<file path="src/rtl/riscv_pkg.sv">
// Shared RISC-V core definitions used by the fetch stage.
package riscv_pkg;
  localparam int              XLEN             = 32;
  localparam logic [XLEN-1:0] RESET_PC_DEFAULT = 32'h0000_0000;
  localparam logic [XLEN-1:0] INST_NOP         = 32'h0000_0013;

  typedef enum logic [0:0] {
    RUN   = 1'b0,
    DRAIN = 1'b1
  } fetch_state_e;
endpackage

</file>
<file path="src/rtl/fetch_fifo.sv">
// Small FIFO with occupancy count and synchronous clear; reads return zero while empty.
module fetch_fifo #(
  parameter int WIDTH = 32,
  parameter int DEPTH = 2
) (
  input  logic                   clk,
  input  logic                   reset,
  input  logic                   clear_i,
  input  logic                   push_i,
  input  logic [WIDTH-1:0]       wdata_i,
  input  logic                   pop_i,
  output logic [WIDTH-1:0]       rdata_o,
  output logic [$clog2(DEPTH):0] count_o
);
  localparam int          AW   = $clog2(DEPTH);
  localparam logic [AW:0] FULL = (AW+1)'(DEPTH);

  logic [WIDTH-1:0] mem_q [DEPTH];
  logic [AW-1:0]    wr_ptr_q, rd_ptr_q;
  logic [AW:0]      count_q;
  logic             do_push, do_pop;

  assign do_push = push_i && (count_q != FULL);
  assign do_pop  = pop_i && (count_q != '0);

  // NOTE: storage has no reset; count_q alone decides which entries are valid.
  always_ff @(posedge clk) begin
    if (do_push) mem_q[wr_ptr_q] <= wdata_i;
  end

  // NOTE: non-blocking assignments so every register samples pre-edge values.
  always_ff @(posedge clk or posedge reset) begin
    if (reset) begin
      wr_ptr_q <= '0;
      rd_ptr_q <= '0;
      count_q  <= '0;
    end else if (clear_i) begin
      wr_ptr_q <= '0;
      rd_ptr_q <= '0;
      count_q  <= '0;
    end else begin
      if (do_push) wr_ptr_q <= wr_ptr_q + AW'(1);
      if (do_pop)  rd_ptr_q <= rd_ptr_q + AW'(1);
      if (do_push && !do_pop)      count_q <= count_q + (AW+1)'(1);
      else if (!do_push && do_pop) count_q <= count_q - (AW+1)'(1);
    end
  end

  assign rdata_o = (count_q == '0) ? '0 : mem_q[rd_ptr_q];
  assign count_o = count_q;
endmodule

</file>
<file path="src/rtl/instruction_fetch_unit.sv">
// Fetch stage: owns the PC, issues credit-limited imem requests and buffers {inst, pc} for decode.
module instruction_fetch_unit
  import riscv_pkg::*;
#(
  parameter logic [XLEN-1:0] RESET_PC = RESET_PC_DEFAULT,
  parameter int              DEPTH    = 2
) (
  input  logic            clk,
  input  logic            reset,
  output logic            imem_req_valid,
  input  logic            imem_req_ready,
  output logic [XLEN-1:0] imem_req_addr,
  input  logic            imem_rsp_valid,
  input  logic [XLEN-1:0] imem_rsp_data,
  input  logic            redirect_valid,
  input  logic [XLEN-1:0] redirect_pc,
  output logic            inst_valid,
  input  logic            inst_ready,
  output logic [XLEN-1:0] inst_out,
  output logic [XLEN-1:0] inst_pc
);
  localparam int          CW      = $clog2(DEPTH) + 1;
  localparam logic [CW:0] CREDITS = (CW+1)'(DEPTH);

  fetch_state_e      state_q, state_d;
  logic [XLEN-1:0]   pc_q, pc_d, flight_pc;
  logic [CW-1:0]     outstanding, fifo_count, drop_q, drop_d;
  logic [2*XLEN-1:0] fifo_rdata;
  logic              req_fire, rsp_fire, inst_fire, keep_rsp;

  // Outstanding requests plus buffered instructions never exceed DEPTH, so the FIFO cannot overflow.
  assign imem_req_valid = !reset && !redirect_valid &&
                          (({1'b0, outstanding} + {1'b0, fifo_count}) < CREDITS);
  assign imem_req_addr  = pc_q;
  assign req_fire       = imem_req_valid && imem_req_ready;
  assign rsp_fire       = imem_rsp_valid && (outstanding != '0);
  assign keep_rsp       = rsp_fire && (state_q == RUN) && !redirect_valid;
  assign inst_valid     = (fifo_count != '0);
  assign inst_fire      = inst_valid && inst_ready;
  assign inst_out       = fifo_rdata[2*XLEN-1:XLEN];
  assign inst_pc        = fifo_rdata[XLEN-1:0];

  // NOTE: every always_comb output gets a default first so no path infers a latch.
  always_comb begin
    pc_d   = pc_q;
    drop_d = drop_q;
    if (redirect_valid) begin
      pc_d   = redirect_pc & ~XLEN'(3);
      drop_d = outstanding - CW'(rsp_fire);
    end else begin
      if (req_fire) pc_d = pc_q + XLEN'(4);
      if (rsp_fire && (state_q == DRAIN)) drop_d = drop_q - CW'(1);
    end
    state_d = (drop_d != '0) ? DRAIN : RUN;
  end

  always_ff @(posedge clk or posedge reset) begin
    if (reset) begin
      pc_q    <= RESET_PC;
      drop_q  <= '0;
      state_q <= RUN;
    end else begin
      pc_q    <= pc_d;
      drop_q  <= drop_d;
      state_q <= state_d;
    end
  end

  fetch_fifo #(.WIDTH(2*XLEN), .DEPTH(DEPTH)) u_inst_fifo (
    .clk     (clk),
    .reset   (reset),
    .clear_i (redirect_valid),
    .push_i  (keep_rsp),
    .wdata_i ({imem_rsp_data, flight_pc}),
    .pop_i   (inst_fire),
    .rdata_o (fifo_rdata),
    .count_o (fifo_count)
  );

  // Addresses of requests still awaiting a response; its occupancy is the outstanding count.
  fetch_fifo #(.WIDTH(XLEN), .DEPTH(DEPTH)) u_flight_q (
    .clk     (clk),
    .reset   (reset),
    .clear_i (1'b0),
    .push_i  (req_fire),
    .wdata_i (pc_q),
    .pop_i   (rsp_fire),
    .rdata_o (flight_pc),
    .count_o (outstanding)
  );

  a_rsp_has_request: assert property (
    @(posedge clk) disable iff (reset) imem_rsp_valid |-> (outstanding != '0)
  );
endmodule

</file>
<file path="config.mk">
export PLATFORM = sky130hd
export DESIGN_NAME = instruction_fetch_unit
export DESIGN_NICKNAME = d
export VERILOG_FILES = /design/src/rtl/riscv_pkg.sv /design/src/rtl/fetch_fifo.sv /design/src/rtl/instruction_fetch_unit.sv
export SDC_FILE = /design/constraint.sdc
export NUM_CORES = 1
export LEC_CHECK = 0
export CAP_MARGIN = 20
export CELL_PAD_IN_SITES_DETAIL_PLACEMENT = 1
export CELL_PAD_IN_SITES_GLOBAL_PLACEMENT = 2
export CORE_ASPECT_RATIO = 0.6
export CORE_UTILIZATION = 34
export CTS_BUF_LIST = sky130_fd_sc_hd__clkbuf_4 sky130_fd_sc_hd__clkbuf_8
export DETAILED_ROUTE_END_ITERATION = 10
export GPL_TIMING_DRIVEN = 0
export PLACE_DENSITY_LB_ADDON = 0.1
export SYNTH_ARGS = -nofsm -noshare
export SYNTH_HDL_FRONTEND = slang
export SYNTH_SLANG_ARGS = --single-unit
</file>
<file path="constraint.sdc">
create_clock -name clk -period 8.1 [get_ports clk]
set_clock_uncertainty 0.2 [all_clocks]
set_input_delay 1.215 -clock clk [delete_from_list [all_inputs] [get_ports clk]]
set_output_delay 1.215 -clock clk [all_outputs]
set_load 0.01 [all_outputs]
</file>
Word-level counts from Yosys, hierarchy flattened

Memories as Yosys holds them, arrays and structs flattened.
Index checks and enable logic that the tools add are counted.

Memories: 2
Output and inout port bits: 98
Register bits after elaboration: 43
Memory bits (writable): 192
Bits of input ports: 70
Logic and storage cells: 79

Memory list:

| memory            | depth | bits a word | read ports | clocked after Yosys merged registers in | write ports | line             | RTL |
|---|---|---|---|---|---|---|---|
| u_inst_fifo.mem_q | 2     | 64          | 1          | 0                                       | 1           | fetch_fifo.sv:18 | `logic [WIDTH-1:0] mem_q [DEPTH];` |
| u_flight_q.mem_q  | 2     | 32          | 1          | 0                                       | 1           | fetch_fifo.sv:18 |  |

Mux-type cells: 20
Add/sub/neg operators: 12
Reductions and logical operators: 32
Bitwise operators: 1
Eq/ne operators: 2
Order comparisons: 1

Operators by type and width:

| kind                                                       | count |
|---|---|
| two-way mux 32 bit                                         | 3 |
| two-way mux 64 bit                                         | 1 |
| adder 32 x 3 -> 32 bit, second input constant              | 1 |
| logical AND 1 bit                                          | 16 |
| two-way mux 2 bit                                          | 7 |
| nonzero test 2 bit                                         | 7 |
| two-way mux 1 bit                                          | 9 |
| logical NOT 1 bit                                          | 6 |
| subtractor 2 x 1 -> 2 bit, second input constant           | 3 |
| adder 1 bit, second input constant                         | 4 |
| adder 2 x 1 -> 2 bit, second input constant                | 2 |
| logical NOT 2 bit                                          | 2 |
| != test 2 bit, second input constant                       | 2 |
| adder 2 x 2 -> 3 bit                                       | 1 |
| less-than comparator 3 x 2 -> 1 bit, second input constant | 1 |
| nonzero test 3 bit                                         | 1 |
| subtractor 2 x 1 -> 2 bit                                  | 1 |
| NOT 1 bit                                                  | 1 |

Depth between registers and ports, before layout

Word-level depth: 10
Depth in mapped cells: 13
Gate-level depth less buffers: 10

Cells and area by module

Synthesis repeated with hierarchy kept, for this count alone.

Cell total of the unflattened synthesis: 689
Area total of the unflattened synthesis: 9756.9 um2

By module, submodules not included:

| module                   | sequential area each (um2) | cells an instance | instances | area an instance (um2) |
|---|---|---|---|---|
| fetch_fifo (u_inst_fifo) | 3943.8                     | 294               | 1         | 5054.8 |
| fetch_fifo (u_flight_q)  | 2021.9                     | 160               | 1         | 2633.8 |
| instruction_fetch_unit   | 825.8                      | 235               | 1         | 2068.2 |

Worst setup path before layout

No wires, ideal clock.

Path kind: input port to flip-flop
Start point: in imem_rsp_valid
End point: mem u_inst_fifo.mem_q[0][10] (netlist bit) (enable)
Library setup time: 639 ps
Path slack: -413 ps
Data required time: 7261 ps
Arrival time: 7674 ps
Buffers on the path: 0
Stages on the path: 3
Cells stage by stage: o21ai_1 -> or2_2 -> nor4_1

Word-level cells in the longest chain between the ends: 6

RTL lines:

| item                                    | line                         | RTL |
|---|---|---|
| from (decl)                             | instruction_fetch_unit.sv:13 | `input logic imem_rsp_valid,` |
| logical AND 1 bit                       | instruction_fetch_unit.sv:36 | `assign rsp_fire = imem_rsp_valid && (outstanding != '0);` |
| logical AND 1 bit (2 in series)         | instruction_fetch_unit.sv:37 | `assign keep_rsp = rsp_fire && (state_q == RUN) && !redirect_valid;` |
| logical AND 1 bit                       | fetch_fifo.sv:23             | `assign do_push = push_i && (count_q != FULL);` |
| two-way mux 1 bit                       | fetch_fifo.sv:28             | `if (do_push) mem_q[wr_ptr_q] <= wdata_i;` |
| two-way mux 1 bit (implied by the code) | fetch_fifo.sv:28             |  |
| to (decl)                               | fetch_fifo.sv:18             |  |

Every way passes these cells.

Final worst setup path

Start point: reg u_inst_fifo.rd_ptr_q
End point: out inst_pc[8]

Word-level cells in the longest chain between the ends: 2

RTL lines:

| item                     | line                         | RTL |
|---|---|---|
| from (decl)              | fetch_fifo.sv:19             | `logic [AW-1:0] wr_ptr_q, rd_ptr_q;` |
| from (signal assigned)   | fetch_fifo.sv:43             | `if (do_pop) rd_ptr_q <= rd_ptr_q + AW'(1);` |
| memory read (2 x 64 bit) | n/a                          |  |
| two-way mux 64 bit       | fetch_fifo.sv:49             | `assign rdata_o = (count_q == '0) ? '0 : mem_q[rd_ptr_q];` |
| to (decl)                | instruction_fetch_unit.sv:20 | `output logic [XLEN-1:0] inst_pc` |

Every way passes these cells.

==> flow_summary_export.csv <==
group,metric,value,unit
worst_setup_path,crit_type,"reg2out",
timing,post-route-min-period,4.292,ns
drt,drt_iter0_markers,312,
yosys,ys_types,53,
drt,vias,6198,
clocking,cts_sinks,227,
hold_path,hold_start,"imem_req_addr[10]$_DFFE_PP0P_",
clocking,cts_buffers,37,
worst_setup_path,startpoint_type,"flip-flop",
worst_setup_path,critPathArrivalTime,2.88,ns
place,post-place-ws,3.352,ns
yosys,ys_async_sr_fraction,18.06,%
floorplan,rows,46,
place,dp.cells,1200,
global_route,track_usage,17.92,%
timing,hold_viol_final,0,
place,portBuffers,162,
outcome,status,"finished, final reports clean",
worst_setup_path,cp-end-kind,"output pin",
floorplan,start_util,35.17,%
clocking,insertion_delay,0.56,ns
worst_setup_path,reg2reg_depth,10,
yosys,synthFlopType,"edfxtp_1",
hold_path,hold_class,"reg2reg",
yosys,synth.area.top_cells,"edfxtp_1 59%, dfrtp_1 11%, mux2i_1 10%",
timing,setup_viol,0,
floorplan,num_io_pins,168,
power_and_ir_drop,power_density,257.6,mW/mm²
clocking,postCtsSetupBuffers,0,
timing,rsz0062_at_grt,"no",
layout,final_nets,953,
timing,drv_slew,0,
global_route,grt_pass1_vias,6540,
power_and_ir_drop,p_leak,0.004381,µW
drt,wirelength,25300,µm
timing,worst_slew_pin_slew,0.9376,ns
layout,layout-area-overhead-vs-synth,32.06,%
yosys,ys_seq_area_share,70.09,%
layout,n_fill_cell,2751,
yosys,yosysWarnings,0,
clocking,post_cts_resized,0,
timing,max_freq,0.2330,GHz
drt,firstDrtPassIters,4,
global_route,grt_overflow,0,
layout,drive_gt1_share,12.00,%
hold_path,holdPathEnd,"u_flight_q.mem_q[0][10]$_DFFE_PP_",
timing,worst_slack,3.808,ns
yosys,synth_edf_count,186,
worst_setup_path,worstReg2RegStart,"u_flight_q.count_o[0]$_DFFE_PP0P_",
floorplan,die_w,217.0,µm
drt,via_per_inst,4.884,
layout,final_cell_count_no_fill,1269,
timing,tns,0,ns
place,gp_congestion,0.7972,
hold_path,hold_path_depth,0,
timing,slew_headroom,37.03,%
yosys,synth_area,0.009433,mm²
clocking,root_buffer,"clkbuf_8",
place,dp_hpwl,17820,µm
yosys,netlist_instances,667,
worst_setup_path,critical_path_required,6.68,ns
drt,routedWlPerCell,19.94,µm
yosys,avgSynthCellArea,14.14,µm²
clocking,htreeDepth,2,
floorplan,core,0.02682,mm²
clocking,tritoncts,"built",
clocking,clkTransAtPathRegs,0.06,ns
global_route,grt_max_degree,64,
timing,fin_crit_sh,52.99,%
worst_setup_path,r2r-end,"u_flight_q.mem_q[1][10]$_DFFE_PP_",
floorplan,die_y,131.0,µm
power_and_ir_drop,ir_worst_vdd,0.1133,mV
floorplan,die_area,0.02844,mm²
yosys,yosysTopAreaCell,"edfxtp_1",
run,drv_cap,0,
worst_setup_path,ff2ff_setup_slack,4.30,ns
yosys,synth_top_area_share,59.21,%
worst_setup_path,cp_max_fo,10,
drt,detail-route-antenna-nets,0,
layout,utilization,46.45,%
drt,drc_errors,0,
clocking,clock_path_buffers,3,
global_route,grt_antenna_before_repair,0,
yosys,ys_ff_latch,227,
clocking,cts_hold_buf,0,
global_route,grt_pass1_wl,38100,µm
==> synth_stat cells, types with 3 or more instances <==
cell type / count
ha_1: 3
mux2i_1: 96
xor2_1: 4
nand2_1: 29
o211ai_1: 7
inv_1: 10
nand4_1: 9
a221o_1: 5
nor4_4: 3
and2_1: 5
buf_4: 5
a32oi_1: 3
buf_2: 10
nor2_1: 121
and3_1: 9
edfxtp_1: 186
o21ai_0: 19
o311ai_0: 4
dfrtp_1: 41
nor2b_1: 3
nor3_1: 6
clkbuf_1: 19
xnor2_1: 9
nand3_1: 11
a21oi_1: 8
a31oi_1: 4
==> placed cells by master, fill, tap and decap left out, types with 6 or more instances in the layout <==
| master | synthesis | routed |
|---|---|---|
| clkbuf_1 | 19 | 19 |
| clkbuf_4 | 0 | 12 |
| nand3_1 | 11 | 11 |
| clkdlybuf4s50_1 | 0 | 162 |
| nand4_1 | 9 | 9 |
| buf_4 | 5 | 6 |
| nor2_1 | 121 | 120 |
| edfxtp_1 | 186 | 186 |
| a21oi_1 | 8 | 8 |
| and3_1 | 9 | 8 |
| o211ai_1 | 7 | 7 |
| clkbuf_8 | 0 | 44 |
| nor3_1 | 6 | 6 |
| inv_1 | 10 | 9 |
| dfrtp_1 | 41 | 41 |
| nand2_1 | 29 | 29 |
| buf_2 | 10 | 10 |
| o21ai_0 | 19 | 19 |
| xnor2_1 | 9 | 9 |
| mux2i_1 | 96 | 96 |
==> kinds of logic (layout without fill, tap and decap cells) <==
group                      Yosys count  in the layout  share of synthesized area (%)
adders and majority gates            4              4                         0.6102
xor gates and xnor gates            13             13                          1.207
buffers and inverters               48            286                          2.374
AOI/OAI and AO/OA                   67             67                          4.855
and+or+nand+nor                    210            210                          10.52
muxes                               97             97                          10.31
other                                1              5                        0.03975
DFF                                227            227                          70.09
==> flip-flops by register name (all words and copies together) (netlist names) <==
signal,count
u_inst_fifo.count_o,2
state_q,1
imem_req_addr,30
u_inst_fifo.mem_q,126
u_flight_q.wr_ptr_q,1
drop_q,2
u_inst_fifo.wr_ptr_q,1
u_inst_fifo.rd_ptr_q,1
u_flight_q.count_o,2
u_flight_q.rd_ptr_q,1
u_flight_q.mem_q,60
==> cell type report <==
class                   instances  area [µm²]  share of cell area, %
inverters                      10       37.54                 0.3013
well taps                     360       450.4                  3.616
multi-input cells             395        2638                  21.17
plain buffers                  38       186.4                  1.497
repair buffers                170        1740                  13.97
clock inverters                12       95.09                 0.7634
flip-flops and latches        227        6611                  53.07
clock buffers                  56       695.7                  5.585
diodes                          1       2.502                0.02009
==> where the power goes <==
part | switching, µW | internal [µW]
clock network | 473 | 586
logic | 376 | 296
registers | 77.1 | 1400
==> metrics by stage <==
stage	power, µW	area (µm²)	hold slack [ns]
floorplan	1863	9450	0.2603
global placement	2144	11520	0.2759
detailed placement	2182	11660	0.2929
CTS	3261	12450	0.3298
global route	3365	12450	0.3608
finish	3209	12460	0.3255
==> worst max-delay path by stage <==
stage	start	endpoint	slack (ns)	depth (start not counted)
global route	u_inst_fifo.rd_ptr_q$_DFFE_PP0P_	inst_out[19]	3.67	5
floorplan	imem_rsp_valid	u_inst_fifo.mem_q[0][10]$_DFFE_PP_	2.21	3
global placement	imem_rsp_valid	u_inst_fifo.mem_q[0][26]$_DFFE_PP_	-0.55	4
CTS	u_inst_fifo.rd_ptr_q$_DFFE_PP0P_	inst_pc[8]	3.73	5
finish	u_inst_fifo.rd_ptr_q$_DFFE_PP0P_	inst_pc[8]	3.81	5
detailed placement	imem_rsp_valid	u_inst_fifo.mem_q[0][26]$_DFFE_PP_	3.35	9
==> critical path, cell delays in order, from the launching register on <==
cell and delay (ns):
dfrtp_1 0.32, clkbuf_1 0.66, buf_2 0.45, mux2i_1 0.13, nor2_1 0.16, clkdlybuf4s50_1 0.59
==> per-layer routing <==
| metal | up-vias | global-route usage [%] | wire length [µm] | share of wire, % |
|---|---|---|---|---|
| li1 | 2891 | - | - | - |
| met1 | 3103 | 24.60 | 11670 | 46 |
| met2 | 165 | 27.98 | 11560 | 46 |
| met3 | 39 | 4.421 | 1591 | 6.3 |
| met4 | 0 | 5.882 | 476 | 1.9 |
| met5 | - | 0 | 0 | 0 |
No activity file was read; power rests on OpenSTA's default activity.
